--- src/rtl/rggen_rtl_pkg.sv ---
// Shared rggen bus definitions used by bus producers, splitters and bridges.
//
// Contents:
//   rggen_status                 - response status returned with bus ready
//   RGGEN_ACCESS_DATA_BIT        - access bit that marks a write
//   RGGEN_ACCESS_NON_POSTED_BIT  - access bit that marks a request expecting a real response
//   RGGEN_READ / RGGEN_WRITE / RGGEN_POSTED_WRITE - legal access encodings
package rggen_rtl_pkg;

  typedef enum logic [1:0] {
    RGGEN_OKAY   = 2'b00,
    RGGEN_EXOKAY = 2'b01,
    RGGEN_SLVERR = 2'b10,
    RGGEN_DECERR = 2'b11
  } rggen_status;

  localparam int RGGEN_ACCESS_DATA_BIT       = 0;
  localparam int RGGEN_ACCESS_NON_POSTED_BIT = 1;

  localparam logic [1:0] RGGEN_READ         = 2'b10;
  localparam logic [1:0] RGGEN_WRITE        = 2'b11;
  localparam logic [1:0] RGGEN_POSTED_WRITE = 2'b01;

endpackage

--- src/rtl/rggen_axi4lite_bridge_timer.sv ---
// Response-phase watchdog for the rggen AXI4-Lite bridge.
//
// Ports:
//   clk, rst_n - clock and asynchronous active-low reset
//   clear      - hold the count at zero (bridge is not waiting for a response)
//   enable     - count one more cycle without a response
//   expired    - count has reached TIMEOUT_CYCLES
//
// With TIMEOUT_CYCLES = 0 there is no counter at all and expired is tied low.
module rggen_axi4lite_bridge_timer #(
  parameter int TIMEOUT_CYCLES = 0
) (
  input  logic clk,
  input  logic rst_n,
  input  logic clear,
  input  logic enable,
  output logic expired
);

  if (TIMEOUT_CYCLES > 0) begin : g_timer
    localparam int                     COUNT_WIDTH = $clog2(TIMEOUT_CYCLES + 1);
    localparam logic [COUNT_WIDTH-1:0] LIMIT       = COUNT_WIDTH'(TIMEOUT_CYCLES);

    logic [COUNT_WIDTH-1:0] count;

    // Counts waiting cycles; sticks at the limit so a slow response can never
    // wrap the counter back into a non-expired value.
    always_ff @(posedge clk or negedge rst_n) begin
      if (!rst_n) begin
        count <= '0;
      end else if (clear) begin
        count <= '0;
      end else if (enable && (count != LIMIT)) begin
        count <= count + COUNT_WIDTH'(1);
      end
    end

    assign expired = (count == LIMIT);
  end else begin : g_no_timer
    logic unused_inputs;
    assign unused_inputs = ^{clk, rst_n, clear, enable};
    assign expired       = 1'b0;
  end

endmodule

--- src/rtl/rggen_axi4lite_bridge_ext.sv ---
// rggen bus to AXI4-Lite master bridge with posted writes, response timeout
// and response draining.
//
// One rggen request is converted at a time:
//   write / posted write -> AW + W (either order), then B
//   read                 -> AR, then R
// A posted write is acknowledged right after AW/W; its B response is absorbed
// in DRAIN_B. A timed-out request is acknowledged with SLVERR and its late
// response is absorbed in DRAIN_B/DRAIN_R, so every AXI transaction issued is
// matched by exactly one accepted response.
//
// Ports:
//   i_clk, i_rst_n                   - clock, asynchronous active-low reset
//   i_bus_*                          - rggen request (held until o_bus_ready)
//   o_bus_ready/status/read_data     - rggen completion (one-cycle pulse)
//   o_aw*/i_awready, o_w*/i_wready   - AXI write address and data channels
//   i_b*/o_bready                    - AXI write response channel
//   o_ar*/i_arready                  - AXI read address channel
//   i_r*/o_rready                    - AXI read data channel
module rggen_axi4lite_bridge_ext
  import rggen_rtl_pkg::*;
#(
  parameter int ADDRESS_WIDTH  = 16,
  parameter int BUS_WIDTH      = 32,
  parameter int ID_WIDTH       = 1,
  parameter int ID_VALUE       = 0,
  parameter int TIMEOUT_CYCLES = 0
) (
  input  logic                     i_clk,
  input  logic                     i_rst_n,
  input  logic                     i_bus_valid,
  input  logic [1:0]               i_bus_access,
  input  logic [ADDRESS_WIDTH-1:0] i_bus_address,
  input  logic [BUS_WIDTH-1:0]     i_bus_write_data,
  input  logic [BUS_WIDTH/8-1:0]   i_bus_strobe,
  output logic                     o_bus_ready,
  output logic [1:0]               o_bus_status,
  output logic [BUS_WIDTH-1:0]     o_bus_read_data,
  output logic                     o_awvalid,
  input  logic                     i_awready,
  output logic [ID_WIDTH-1:0]      o_awid,
  output logic [ADDRESS_WIDTH-1:0] o_awaddr,
  output logic [2:0]               o_awprot,
  output logic                     o_wvalid,
  input  logic                     i_wready,
  output logic [BUS_WIDTH-1:0]     o_wdata,
  output logic [BUS_WIDTH/8-1:0]   o_wstrb,
  input  logic                     i_bvalid,
  output logic                     o_bready,
  input  logic [ID_WIDTH-1:0]      i_bid,
  input  logic [1:0]               i_bresp,
  output logic                     o_arvalid,
  input  logic                     i_arready,
  output logic [ID_WIDTH-1:0]      o_arid,
  output logic [ADDRESS_WIDTH-1:0] o_araddr,
  output logic [2:0]               o_arprot,
  input  logic                     i_rvalid,
  output logic                     o_rready,
  input  logic [ID_WIDTH-1:0]      i_rid,
  input  logic [BUS_WIDTH-1:0]     i_rdata,
  input  logic [1:0]               i_rresp
);

  typedef enum logic [2:0] {
    IDLE,
    WAIT_B,
    WAIT_R,
    POSTED_ACK,
    DRAIN_B,
    DRAIN_R
  } state_e;

  state_e state;
  state_e state_next;

  logic aw_done;
  logic w_done;
  logic ar_done;

  logic is_write;
  logic is_posted;
  logic in_request;
  logic aw_complete;
  logic w_complete;
  logic ar_complete;
  logic write_issued;
  logic read_issued;
  logic timer_clear;
  logic timer_enable;
  logic timer_expired;

  // IDs are constant, so the returned IDs carry no information.
  logic unused_id;
  assign unused_id = ^{i_bid, i_rid};

  assign is_write   = i_bus_access[RGGEN_ACCESS_DATA_BIT];
  assign is_posted  = is_write && !i_bus_access[RGGEN_ACCESS_NON_POSTED_BIT];
  assign in_request = (state == IDLE);

  assign o_awid   = ID_WIDTH'(ID_VALUE);
  assign o_arid   = ID_WIDTH'(ID_VALUE);
  assign o_awprot = '0;
  assign o_arprot = '0;
  assign o_awaddr = i_bus_address;
  assign o_araddr = i_bus_address;
  assign o_wdata  = i_bus_write_data;
  assign o_wstrb  = i_bus_strobe;

  // Valids come only from the held request and the done flags, never from a
  // ready, so the bridge cannot form a combinational loop with the slave.
  assign o_awvalid = in_request && i_bus_valid &&  is_write && !aw_done;
  assign o_wvalid  = in_request && i_bus_valid &&  is_write && !w_done;
  assign o_arvalid = in_request && i_bus_valid && !is_write && !ar_done;

  // A channel counts as complete once its handshake happened earlier or is
  // happening now; the request phase ends when every needed channel is done.
  assign aw_complete  = aw_done || (o_awvalid && i_awready);
  assign w_complete   = w_done  || (o_wvalid  && i_wready);
  assign ar_complete  = ar_done || (o_arvalid && i_arready);
  assign write_issued = in_request && i_bus_valid &&  is_write && aw_complete && w_complete;
  assign read_issued  = in_request && i_bus_valid && !is_write && ar_complete;

  // Done flags remember a handshake that finished before its partner
  // channel; they are cleared as soon as the request phase is left.
  always_ff @(posedge i_clk or negedge i_rst_n) begin
    if (!i_rst_n) begin
      aw_done <= 1'b0;
      w_done  <= 1'b0;
      ar_done <= 1'b0;
    end else if (!in_request || write_issued || read_issued) begin
      aw_done <= 1'b0;
      w_done  <= 1'b0;
      ar_done <= 1'b0;
    end else begin
      aw_done <= aw_complete;
      w_done  <= w_complete;
      ar_done <= ar_complete;
    end
  end

  // The watchdog only runs while a real response is awaited; it restarts
  // from zero on every entry into WAIT_B/WAIT_R.
  assign timer_clear  = (state != WAIT_B) && (state != WAIT_R);
  assign timer_enable = ((state == WAIT_B) && !i_bvalid) ||
                        ((state == WAIT_R) && !i_rvalid);

  rggen_axi4lite_bridge_timer #(
    .TIMEOUT_CYCLES (TIMEOUT_CYCLES)
  ) u_timer (
    .clk     (i_clk),
    .rst_n   (i_rst_n),
    .clear   (timer_clear),
    .enable  (timer_enable),
    .expired (timer_expired)
  );

  // State register.
  always_ff @(posedge i_clk or negedge i_rst_n) begin
    if (!i_rst_n) begin
      state <= IDLE;
    end else begin
      state <= state_next;
    end
  end

  // Next state and response-side outputs. A response that shows up in the
  // same cycle as the timeout takes priority, so no drain is needed then.
  always_comb begin
    state_next      = state;
    o_bready        = 1'b0;
    o_rready        = 1'b0;
    o_bus_ready     = 1'b0;
    o_bus_status    = RGGEN_OKAY;
    o_bus_read_data = '0;
    case (state)
      IDLE: begin
        if (write_issued) begin
          state_next = is_posted ? POSTED_ACK : WAIT_B;
        end else if (read_issued) begin
          state_next = WAIT_R;
        end
      end
      WAIT_B: begin
        o_bready = 1'b1;
        if (i_bvalid) begin
          o_bus_ready  = 1'b1;
          o_bus_status = i_bresp;
          state_next   = IDLE;
        end else if (timer_expired) begin
          o_bus_ready  = 1'b1;
          o_bus_status = RGGEN_SLVERR;
          state_next   = DRAIN_B;
        end
      end
      WAIT_R: begin
        o_rready = 1'b1;
        if (i_rvalid) begin
          o_bus_ready     = 1'b1;
          o_bus_status    = i_rresp;
          o_bus_read_data = i_rdata;
          state_next      = IDLE;
        end else if (timer_expired) begin
          o_bus_ready  = 1'b1;
          o_bus_status = RGGEN_SLVERR;
          state_next   = DRAIN_R;
        end
      end
      POSTED_ACK: begin
        o_bus_ready = 1'b1;
        state_next  = DRAIN_B;
      end
      DRAIN_B: begin
        o_bready = 1'b1;
        if (i_bvalid) begin
          state_next = IDLE;
        end
      end
      DRAIN_R: begin
        o_rready = 1'b1;
        if (i_rvalid) begin
          state_next = IDLE;
        end
      end
      default: begin
        state_next = IDLE;
      end
    endcase
  end

endmodule

--- config.mk ---
export PLATFORM = sky130hd
export DESIGN_NAME = rggen_axi4lite_bridge_ext
export DESIGN_NICKNAME = d
export VERILOG_FILES = /design/src/rtl/rggen_rtl_pkg.sv /design/src/rtl/rggen_axi4lite_bridge_timer.sv /design/src/rtl/rggen_axi4lite_bridge_ext.sv
export SDC_FILE = /design/constraint.sdc
export NUM_CORES = 1
export LEC_CHECK = 0
export ABC_AREA = 1
export CORE_AREA = 2 2 83 85
export CTS_BUF_LIST = sky130_fd_sc_hd__clkbuf_4 sky130_fd_sc_hd__clkbuf_8 sky130_fd_sc_hd__clkbuf_16
export DETAILED_ROUTE_END_ITERATION = 12
export DIE_AREA = 0 0 85 87
export PLACE_DENSITY = 0.84
export SLEW_MARGIN = 40
export SYNTH_ARGS = -nofsm -noshare
export SYNTH_HDL_FRONTEND = slang
export SYNTH_SLANG_ARGS = --single-unit
export TNS_END_PERCENT = 20
--- constraint.sdc ---
create_clock -name i_clk -period 1.7 [get_ports i_clk]
set_clock_uncertainty 0.05 [all_clocks]
set_input_delay 0.255 -clock i_clk [delete_from_list [all_inputs] [get_ports i_clk]]
set_output_delay 0.255 -clock i_clk [all_outputs]
set_load 0.01 [all_outputs]
## Word-level counts from Yosys, hierarchy flattened

Index checks and enable logic that the tools add are counted.

| word-level totals | value |
|---|---|
| bits in registers | 6 |
| input bits | 100 |
| output and inout bits | 116 |
| logic and storage cells | 59 |

| operators by class | value |
|---|---|
| equality and inequality tests | 8 |
| multiplexer cells | 19 |
| reduce and logical (&&, ||, !) cells | 28 |

Operator list:

| kind | number |
|---|---|
| 32-bit 2-to-1 mux | 2 |
| 1-bit logical AND | 13 |
| 3-bit 2-to-1 mux | 4 |
| 3-bit one-hot mux with 4 select lines | 1 |
| 1-bit 2-to-1 mux | 7 |
| 3-bit by 2-bit equality test with 1-bit output (second input constant) | 2 |
| 3-bit equality test (second input constant) | 2 |
| 1-bit zero test | 6 |
| 2-bit 2-to-1 mux | 3 |
| 1-bit logical OR | 5 |
| 2-bit by 1-bit != test with 1-bit output (second input constant) | 2 |
| 2-bit one-hot mux with 2 select lines | 1 |
| 2-bit OR reduction | 2 |
| 3-bit by 1-bit equality test with 1-bit output (second input constant) | 1 |
| 3-bit zero test | 1 |
| 3-bit by 1-bit != test with 1-bit output (second input constant) | 1 |
| 1-bit one-hot mux with 3 select lines | 1 |
| 3-bit AND reduction | 1 |

## Depth between registers and ports, before layout

Gate-level depths: netlist (run 1).

| depth | value |
|---|---|
| depth in word-level cells | 11 |
| mapped depth | 8 |
| gate-level depth less buffers | 8 |

## Hierarchy

Synthesis (run 1) repeated with hierarchy kept, for this count alone.

| unflattened totals | value |
|---|---|
| cell total of the unflattened synthesis | 227 |
| area total of the unflattened synthesis | 1411.4 um^2 |

Modules (own cells, without submodules):

| module | times used | cells each | area each (um^2) | seq. area each (um^2) |
|---|---|---|---|---|
| rggen_axi4lite_bridge_ext | 1 | 225 | 1400.1 | 150.1 |
| rggen_axi4lite_bridge_timer | 1 | 2 | 11.3 | 0.0 |

## Worst setup path after synthesis (run 1)

OpenSTA, ideal clock, no wires.

| path | value |
|---|---|
| kind | register to register |
| start | register state[1] |
| end | register state[0] |
| setup time | 117 ps |
| arrival time | 1188 ps |
| required time | 1533 ps |
| path slack | 345 ps |
| cell stages (with the launch flop) | 9 |
| buffers on the path | 0 |
| period minus slack after synthesis | 1355 ps |
| cell sequence | dfrtp_1 -> nor2_2 -> nand4_4 -> o21bai_4 -> nand2_2 -> nand3_2 -> nand2_2 -> nand2_1 -> nand2_1 |

| on the way | value |
|---|---|
| cells in the longest elaborated chain, start to end | 10 |
| elaborated cells on any way between the ends | 29 |
| those cells by class | eq/ne (8); mux (2); reduce/logical (19) |

RTL lines:

| element | line | RTL |
|---|---|---|
| start: declaration | rggen_axi4lite_bridge_ext.sv:73 | `state_e state;` |
| start signal: assignment | rggen_axi4lite_bridge_ext.sv:162 | `state <= state_next;` |
| 3-bit zero test | rggen_axi4lite_bridge_ext.sv:98, rggen_axi4lite_bridge_ext.sv:175 |  |
| 1-bit logical AND | -- |  |
| 1-bit logical AND | rggen_axi4lite_bridge_ext.sv:111, rggen_axi4lite_bridge_ext.sv:112, rggen_axi4lite_bridge_ext.sv:120 |  |
| 1-bit logical AND | rggen_axi4lite_bridge_ext.sv:111 | `assign o_awvalid = in_request && i_bus_valid && is_write && !aw_done;` |
| 1-bit logical AND | rggen_axi4lite_bridge_ext.sv:117 | `assign aw_complete = aw_done \|\| (o_awvalid && i_awready);` |
| 1-bit logical OR | rggen_axi4lite_bridge_ext.sv:117 |  |
| 1-bit logical AND (2 in series) | rggen_axi4lite_bridge_ext.sv:120 | `assign write_issued = in_request && i_bus_valid && is_write && aw_complete && w_complete;` |
| 3-bit 2-to-1 mux / 3-bit by 1-bit != test with 1-bit output (equally long branches) | -- |  |
| 3-bit one-hot mux with 4 select lines / 3-bit AND reduction (equally long branches) | -- |  |

Several ways; a longest one is shown, not always the timed one.
A chain may end at the register's enable or synchronous reset.

## Final worst setup path (run 1)

| path | value |
|---|---|
| start | register state[1] |
| end | output port o_bus_ready |

| on the way | value |
|---|---|
| cells in the longest elaborated chain, start to end | 2 |
| elaborated cells on any way between the ends | 4 |
| those cells by class | eq/ne (3); mux (1) |

RTL lines:

| element | line | RTL |
|---|---|---|
| 3-bit by 2-bit equality test with 1-bit output / 3-bit by 1-bit equality test with 1-bit output (equally long branches) | rggen_axi4lite_bridge_ext.sv:175 | `case (state)` |
| 1-bit one-hot mux with 3 select lines * | rggen_axi4lite_bridge_ext.sv:175 |  |
| end: declaration | rggen_axi4lite_bridge_ext.sv:36 | `output logic o_bus_ready,` |

Mark *: on every way between the ends. The rest lies on a longest branch, timed or not.

==> summary.md, run 1 <==
| Metric | Value |
|---|---|
| Final Hold Vio Count | 0 |
| TritonCTS clock tree | done |
| # IOs | 216 |
| Max stage delay on crit path | 400 ps |
| Max_cap viols | 0 |
| Area Growth Syn to Fin | 36.84% |
| Post-DR wirelength/cell | 13.52 um |
| Post-Syn Area | 1308 um^2 |
| Netlist cell types | 23 |
| RSZ-0062 raised after global routing | true |
| Setup CP Type | flip-flop to output port |
| Seq cells post-synth | 6 |
| Final instance area | 1789 um^2 |
| RD Place Congestion | 0.7654 |
| DRT Pass-1 Iters | 3 |
| Post-place setup slack | -381.0 ps |
| Initial core utilization | 19.90% |
| Setup tns final | -43.60 ps |
| Setup slack after layout | -43.60 ps |
| Fin crit period | 1744 ps |
| Core area | 6569 um^2 |
| Root Buffer | clkbuf_8 |
| DRC violation total after the first TritonRoute iteration | 30 |
| Placed inst area | 1861 um^2 |
| Final nets | 346 |
| Clock buffer depth | 2 |
| Failing checks | setup timing |
| Post-synthesis area per instance | 6.167 um^2 |
| Post-synthesis mux area share | 0% |
| Rows | 30 |
| Later-pin clock latency in the skew report | 230 ps |
| Final ANT Viol Nets | 0 |
| Drt drc | 0 |
| YS warnings | 0 |
| Share of cells above drive strength 1 | 32.38% |
| Hold WS | ~240 ps |
| Leakage power | about 0.93 nW |
| GRT Overall Usage | 10.81% |
| Diode count | 0 |
| Highest clock rate | 573.5 MHz |
| Post-synthesis simple-gate area fraction | 32.54% |
| Global-route wire length before repair | 6.244 mm |
| Largest family of logic cells by synthesized area | buffers and inverters |
| Initial antenna violation count | 0 |
| Crit path DAT | 1440 ps |
| Chip width | 85 um |
| Vias/cell | roughly 4.0 |
| Commonest non-fill, non-tap cell in the layout | nand2_1 |
| Mapped Cells | 212 |
| Vias | ~1300 |
| Crit-path slowest cell | dfrtp_1 |
| CP Capture Type | output port |
| Finished Core Util | around 27% |
| Die area | 7395 um^2 |
| Min-delay worst type | input port to asynchronous set/reset pin |
| # setup viols final | 1 |
| Outcome | finished, violations left |
| CP required | 1390 ps |
| Most frequent cells in the layout | nand2_1, clkdlybuf4s50_1, nor2_1 |
| Vias in the first global route | 1241 |
| Post-Route WL | 4.381 mm |
| Largest net degree at the start of global routing | 22 |
| Fin crit share | 102.6% |
| Worst path cell trace | buf_4 > nand3_4 > o221ai_1 > dlygate4sd2_1 |
| Clk sinks | 6 |
| Seq/Total Area, Yosys | 11.48% |
| Pwr per Cell Area | 969.7 nW/um^2 |
| PortBufs | 85 |
| CP max FO | 4 |
| Slew Viols, Final | 0 |
| Synth Area in Compound Gates | under 10% |
| Clock-pin slew on the worst setup and hold paths | around 40 ps |
| Grt ovf | 0 |
| H-Tree Depth | 1 |
| Post-detail-place hpwl | 3.670 mm |
| Startpoint types | flip-flop |
| Xor/xnor share of the synthesized area | 0% |
| Cts bufs inserted | 3 |
| Area share of fa/ha/maj cells after synthesis | 0% |
| Worst vdd ir | 535.9 uV |
| Die Y | 87 um |
## path summary, 6_finish.rpt
check	slack, ps	cells after the start	end	startpoint
worst max-delay path	-40	4	o_bus_ready	state[1]
worst min-delay path	240	1	aw_done	i_rst_n
worst max register to register	60	10	state[0]	state[1]
worst min register to register	500	2	ar_done	ar_done
max in group asynchronous	1110	1	state[0]	i_rst_n
min in group i_clk	460	0	o_wdata[24]	i_bus_write_data[24]
## area by class of cell
cell class,instances,area (um^2)
fillers,751,4780
multi-input cells,115,560.5
repair buffers,105,879.6
flip-flops and latches,6,151.4
inverters,15,56.30
clock buffers,3,41.29
well taps,80,100.1
## metrics by stage
step | total power, W | instances
after global placement | 0.001554 | 319
final | 0.001735 | 324
after detailed placement | 0.001581 | 319
after floorplan | 0.001003 | 219
after CTS | 0.001734 | 323
after global routing | 0.001876 | 324
## layer usage
layer	track usage, %	part of all wire [%]	vias up
li1	-	-	621
met1	10.21	32	552
met2	19.39	52	101
met3	5.024	14	19
met4	5.916	2.9	0
met5	0	0	-
## synth_stat cells
| master | count | area [um^2] |
|---|---|---|
| nand2_2 | 3 | 18.77 |
| nor4_2 | 1 | 12.51 |
| dfrtp_1 | 6 | 150.1 |
| buf_4 | 76 | 570.6 |
| a21oi_2 | 1 | 8.760 |
| a21oi_1 | 1 | 5.000 |
| o211ai_1 | 1 | 7.510 |
| o21ai_0 | 1 | 5.000 |
| o221ai_1 | 1 | 8.760 |
| nand2_1 | 50 | 187.7 |
| inv_1 | 12 | 45.04 |
| nor2_1 | 35 | 131.4 |
| nand4_4 | 1 | 21.27 |
| nand3_2 | 2 | 20.02 |
| o22ai_1 | 2 | 12.51 |
| nand3b_1 | 1 | 7.510 |
| a22o_1 | 1 | 8.760 |
| clkbuf_1 | 7 | 26.28 |
| inv_2 | 3 | 11.26 |
| o21bai_4 | 1 | 18.77 |
| nor2_2 | 1 | 6.260 |
| nand3_1 | 4 | 20.02 |
| conb_1 | 1 | 3.750 |
## cells by family (layout without fill, tap and decap cells)
| group | count (synthesis) | count (layout) |
|---|---|---|
| other | 1 | 8 |
| and+or+nand+nor | 98 | 98 |
| buffers and inverters | 98 | 123 |
| AOI/OAI and AO/OA | 9 | 9 |
| DFF | 6 | 6 |
## power breakdown
group / switching (W) / internal, W / total [W]
Combinational: 0.000688 / 0.000609 / 0.00130
Clock: 0.0000674 / 0.000153 / 0.000220
Sequential: 0.0000360 / 0.000183 / 0.000219
## critical path, delay by kind of cell, from the launching register on
kind / cells / cell delay, ps
compound gates: 1 / 250
buf+inv: 2 / 450
flops: 1 / 400
simple gates: 1 / 100
## sequential cells by signal, summed over array words and instances, names as in the netlist
signal	cells
state	3
w_done	1
ar_done	1
aw_done	1
## timing repair
item | in CTS | in global routing
pin swaps | 1 | 1
setup buffers | 1 | 1
endpoints found under the setup margin | 40 | 43
hold buffers | 0 | 0
resized for setup | 71 | 68
No activity file was read; power rests on OpenSTA's default activity.
==> run 2, diff against run 1 <==
--- a/config.mk
+++ b/config.mk
@@ -15,4 +15,4 @@
 export SYNTH_ARGS = -nofsm -noshare
 export SYNTH_HDL_FRONTEND = slang
 export SYNTH_SLANG_ARGS = --single-unit
-export TNS_END_PERCENT = 20
+export TNS_END_PERCENT = 1
==> constraint.sdc (replaced) <==
create_clock -name i_clk -period 1.85 [get_ports i_clk]
set_clock_uncertainty 0.05 [all_clocks]
set_input_delay 0.2775 -clock i_clk [delete_from_list [all_inputs] [get_ports i_clk]]
set_output_delay 0.2775 -clock i_clk [all_outputs]
set_load 0.01 [all_outputs]
==> run 2 against run 1 <==
The flow now finishes without violations. Clock-buffer cell count did not move. Sequential share of layout area about the same. Register-to-register slack improved by 110 ps. Clock power fell by 6%. Critical path type is now input port to output port. Highest routed layer unchanged.
==> summary.md, run 2 (synthesis gave the netlist of run 1 again) <==
| Metric | Value |
|---|---|
| Worst vdd ir | 600.6 uV |
| Placed inst area | 1838 um^2 |
| Met2 Use GR | 19.03% |
| DRC violation total after the first TritonRoute iteration | 48 |
| Grt met3 use | 5.403% |
| Crit-path slowest cell | clkdlybuf4s50_1 |
| Hold-fix buffers, CTS | 0 |
| Vias/cell | roughly 4.1 |
| Final Hold Vio Count | 0 |
| Die area | 7395 um^2 |
| Post-place setup slack | -292.9 ps |
| Vias in the first global route | approximately 1200 |
| Rows | 30 |
| H-Tree Depth | 1 |
| Leakage power | 0.9350 nW |
| Grt ovf | 0 |
| Grt met1 use | approximately a tenth |
| Max stage delay on crit path | roughly 500 ps |
| Stages on the worst setup path | 6 |
| Clock buffer depth | 2 |
| Vias | about 1300 |
| Core area | 6569 um^2 |
| Crit-path most repeated cell | buf_12 |
| Min-delay worst type | input port to asynchronous set/reset pin |
| Fill count | 731 |
| Final ANT Viol Nets | 0 |
| Final instance area | 1788 um^2 |
| Worst path cell trace | clkdlybuf4s50_1 > buf_12 > buf_12 > nand2_1 > nor2_1 > clkdlybuf4s15_1 |
| Post-DR wirelength/cell | 13.67 um |
| Reg2reg setup slack | about 170 ps |
| Post-detail-place hpwl | 3.709 mm |
| Slew Viols, Final | 0 |
| Global-route wire length before repair | 6.203 mm |
| Worst R2R Path Depth | 10 |
| Fin crit period | around 1800 ps |
| PortBufs | 85 |
| Initial core utilization | 19.90% |
| Family with the most delay on the worst path | buffers and inverters |
| Clk sinks | 6 |
| GRT Overall Usage | 10.51% |
| Initial antenna violation count | 0 |
| FF-to-FF Start | state[0] |
| Commonest non-fill, non-tap cell in the layout | nand2_1 |
| Chip width | 85 um |
| DRT Pass-1 Iters | 4 |
| Cts bufs inserted | 3 |
| Die Y | 87 um |
| Area Growth Syn to Fin | 36.75% |
| Max_cap viols | 0 |
| Post-Route WL | 4.360 mm |
| Reg-to-reg endpoint | state[2] |
| Largest Register | state |
| RD Place Congestion | approximately 0.8 |
| Outcome | finished, final reports clean |
| Startpoint types | input port |
| Later-pin clock latency in the skew report | between 200 and 250 ps |
| Largest net degree at the start of global routing | 22 |
| Crit path DAT | 1490 ps |
| CP Capture Type | output port |
| # Post-CTS Setup Buffers | 0 |
| RSZ-0062 raised after global routing | true |
| Critical Path Source | i_rvalid |
| Final nets | 341 |
| # setup viols final | 0 |
| Highest clock rate | between 500 and 600 MHz |
| Setup CP Type | input port to output port |
| Clock-pin slew on the worst setup and hold paths | 40 ps |
| Most frequent cells in the layout | nand2_1, clkdlybuf4s50_1, nor2_1 |
| Pwr per Cell Area | 863.7 nW/um^2 |
| Drt drc | 0 |
| CP max FO | 16 |
| Diode count | 0 |
| Setup slack after layout | 32.31 ps |
| Worst Path Buf+Inv | 4 |
| CP required | 1520 ps |
| Worst Setup EP | o_bus_read_data[29] |
| Root Buffer | clkbuf_8 |
| Max FFs per register | 3 |
| GRT Max-Usage Layer | met2 |
| TritonCTS clock tree | done |
| # IOs | between 200 and 250 |
| Share of cells above drive strength 1 | 23.01% |
| Fin crit share | 98.25% |
run 2: changes by cell type in the layout (fill, tap and decap cells not counted), moves of 2 or more:
cell / change
buf_2: -11
buf_4: -5
dlygate4sd2_1: +8
clkbuf_2: -3
clkdlybuf4s15_1: +7
clkdlybuf4s15_2: -3
nand3_4: -2
nand3_2: +2
run 2: what timing repair did:
action                                  in CTS  in global routing
endpoints found under the hold margin        0                  0
pin swaps                                    1                  0
endpoints found under the setup margin      40                 31
gates resized for setup                     41                 55
run 2: how the worst min path moves through the flow:
stage / start / endpoint / slack [ps] / depth (start not counted)
finish: i_rst_n / state[0] / 250 / 1
global route: i_rst_n / state[0] / 290 / 1
CTS: i_rst_n / ar_done / 260 / 1
detailed placement: ar_done / ar_done / 500 / 2
global placement: ar_done / ar_done / 480 / 2
floorplan: i_rst_n / ar_done / -70 / 0
run 2: power breakdown:
group | switching [W] | internal (W)
clock network | 0.0000654 | 0.000141
registers | 0.0000398 | 0.000169
logic | 0.000607 | 0.000522
run 2: final cells by class:
type | instances | area [um^2] | area share, %
Clock buffer | 3 | 41.29 | 2.309
Timing Repair Buffer | 100 | 895.9 | 50.11
Multi-Input combinational cell | 115 | 543.0 | 30.37
Sequential cell | 6 | 151.4 | 8.467
Inverter | 15 | 56.30 | 3.149
Tap cell | 80 | 100.1 | 5.598
run 2: stage by stage:
step	hold slack (ps)	utilization [%]	total power, W	instances	TNS (ps)
4_1_cts	260.5	27.94	0.001537	319	-298.8
2_1_floorplan	-68.09	-	0.0009221	219	0
3_5_place_dp	497.3	27.98	0.001428	316	-8327
5_1_grt	290.2	27.22	0.001661	319	-0.9733
3_3_place_gp	481.7	27.98	0.001405	316	-7756
6_report	248.3	27.22	0.001544	319	0
run 2: worst reg2reg max path, delay by kind of cell (launching register included):
family	cells	cell delay, ps
simple gates	7	640
flops	1	430
buf+inv	2	310
compound gates	1	120
run 2: per-layer routing:
| metal | wire [um] | vias up |
|---|---|---|
| li1 | - | 613 |
| met5 | 0 | - |
| met3 | 645 | 18 |
| met4 | 107 | 0 |
| met1 | 1439 | 562 |
| met2 | 2168 | 111 |
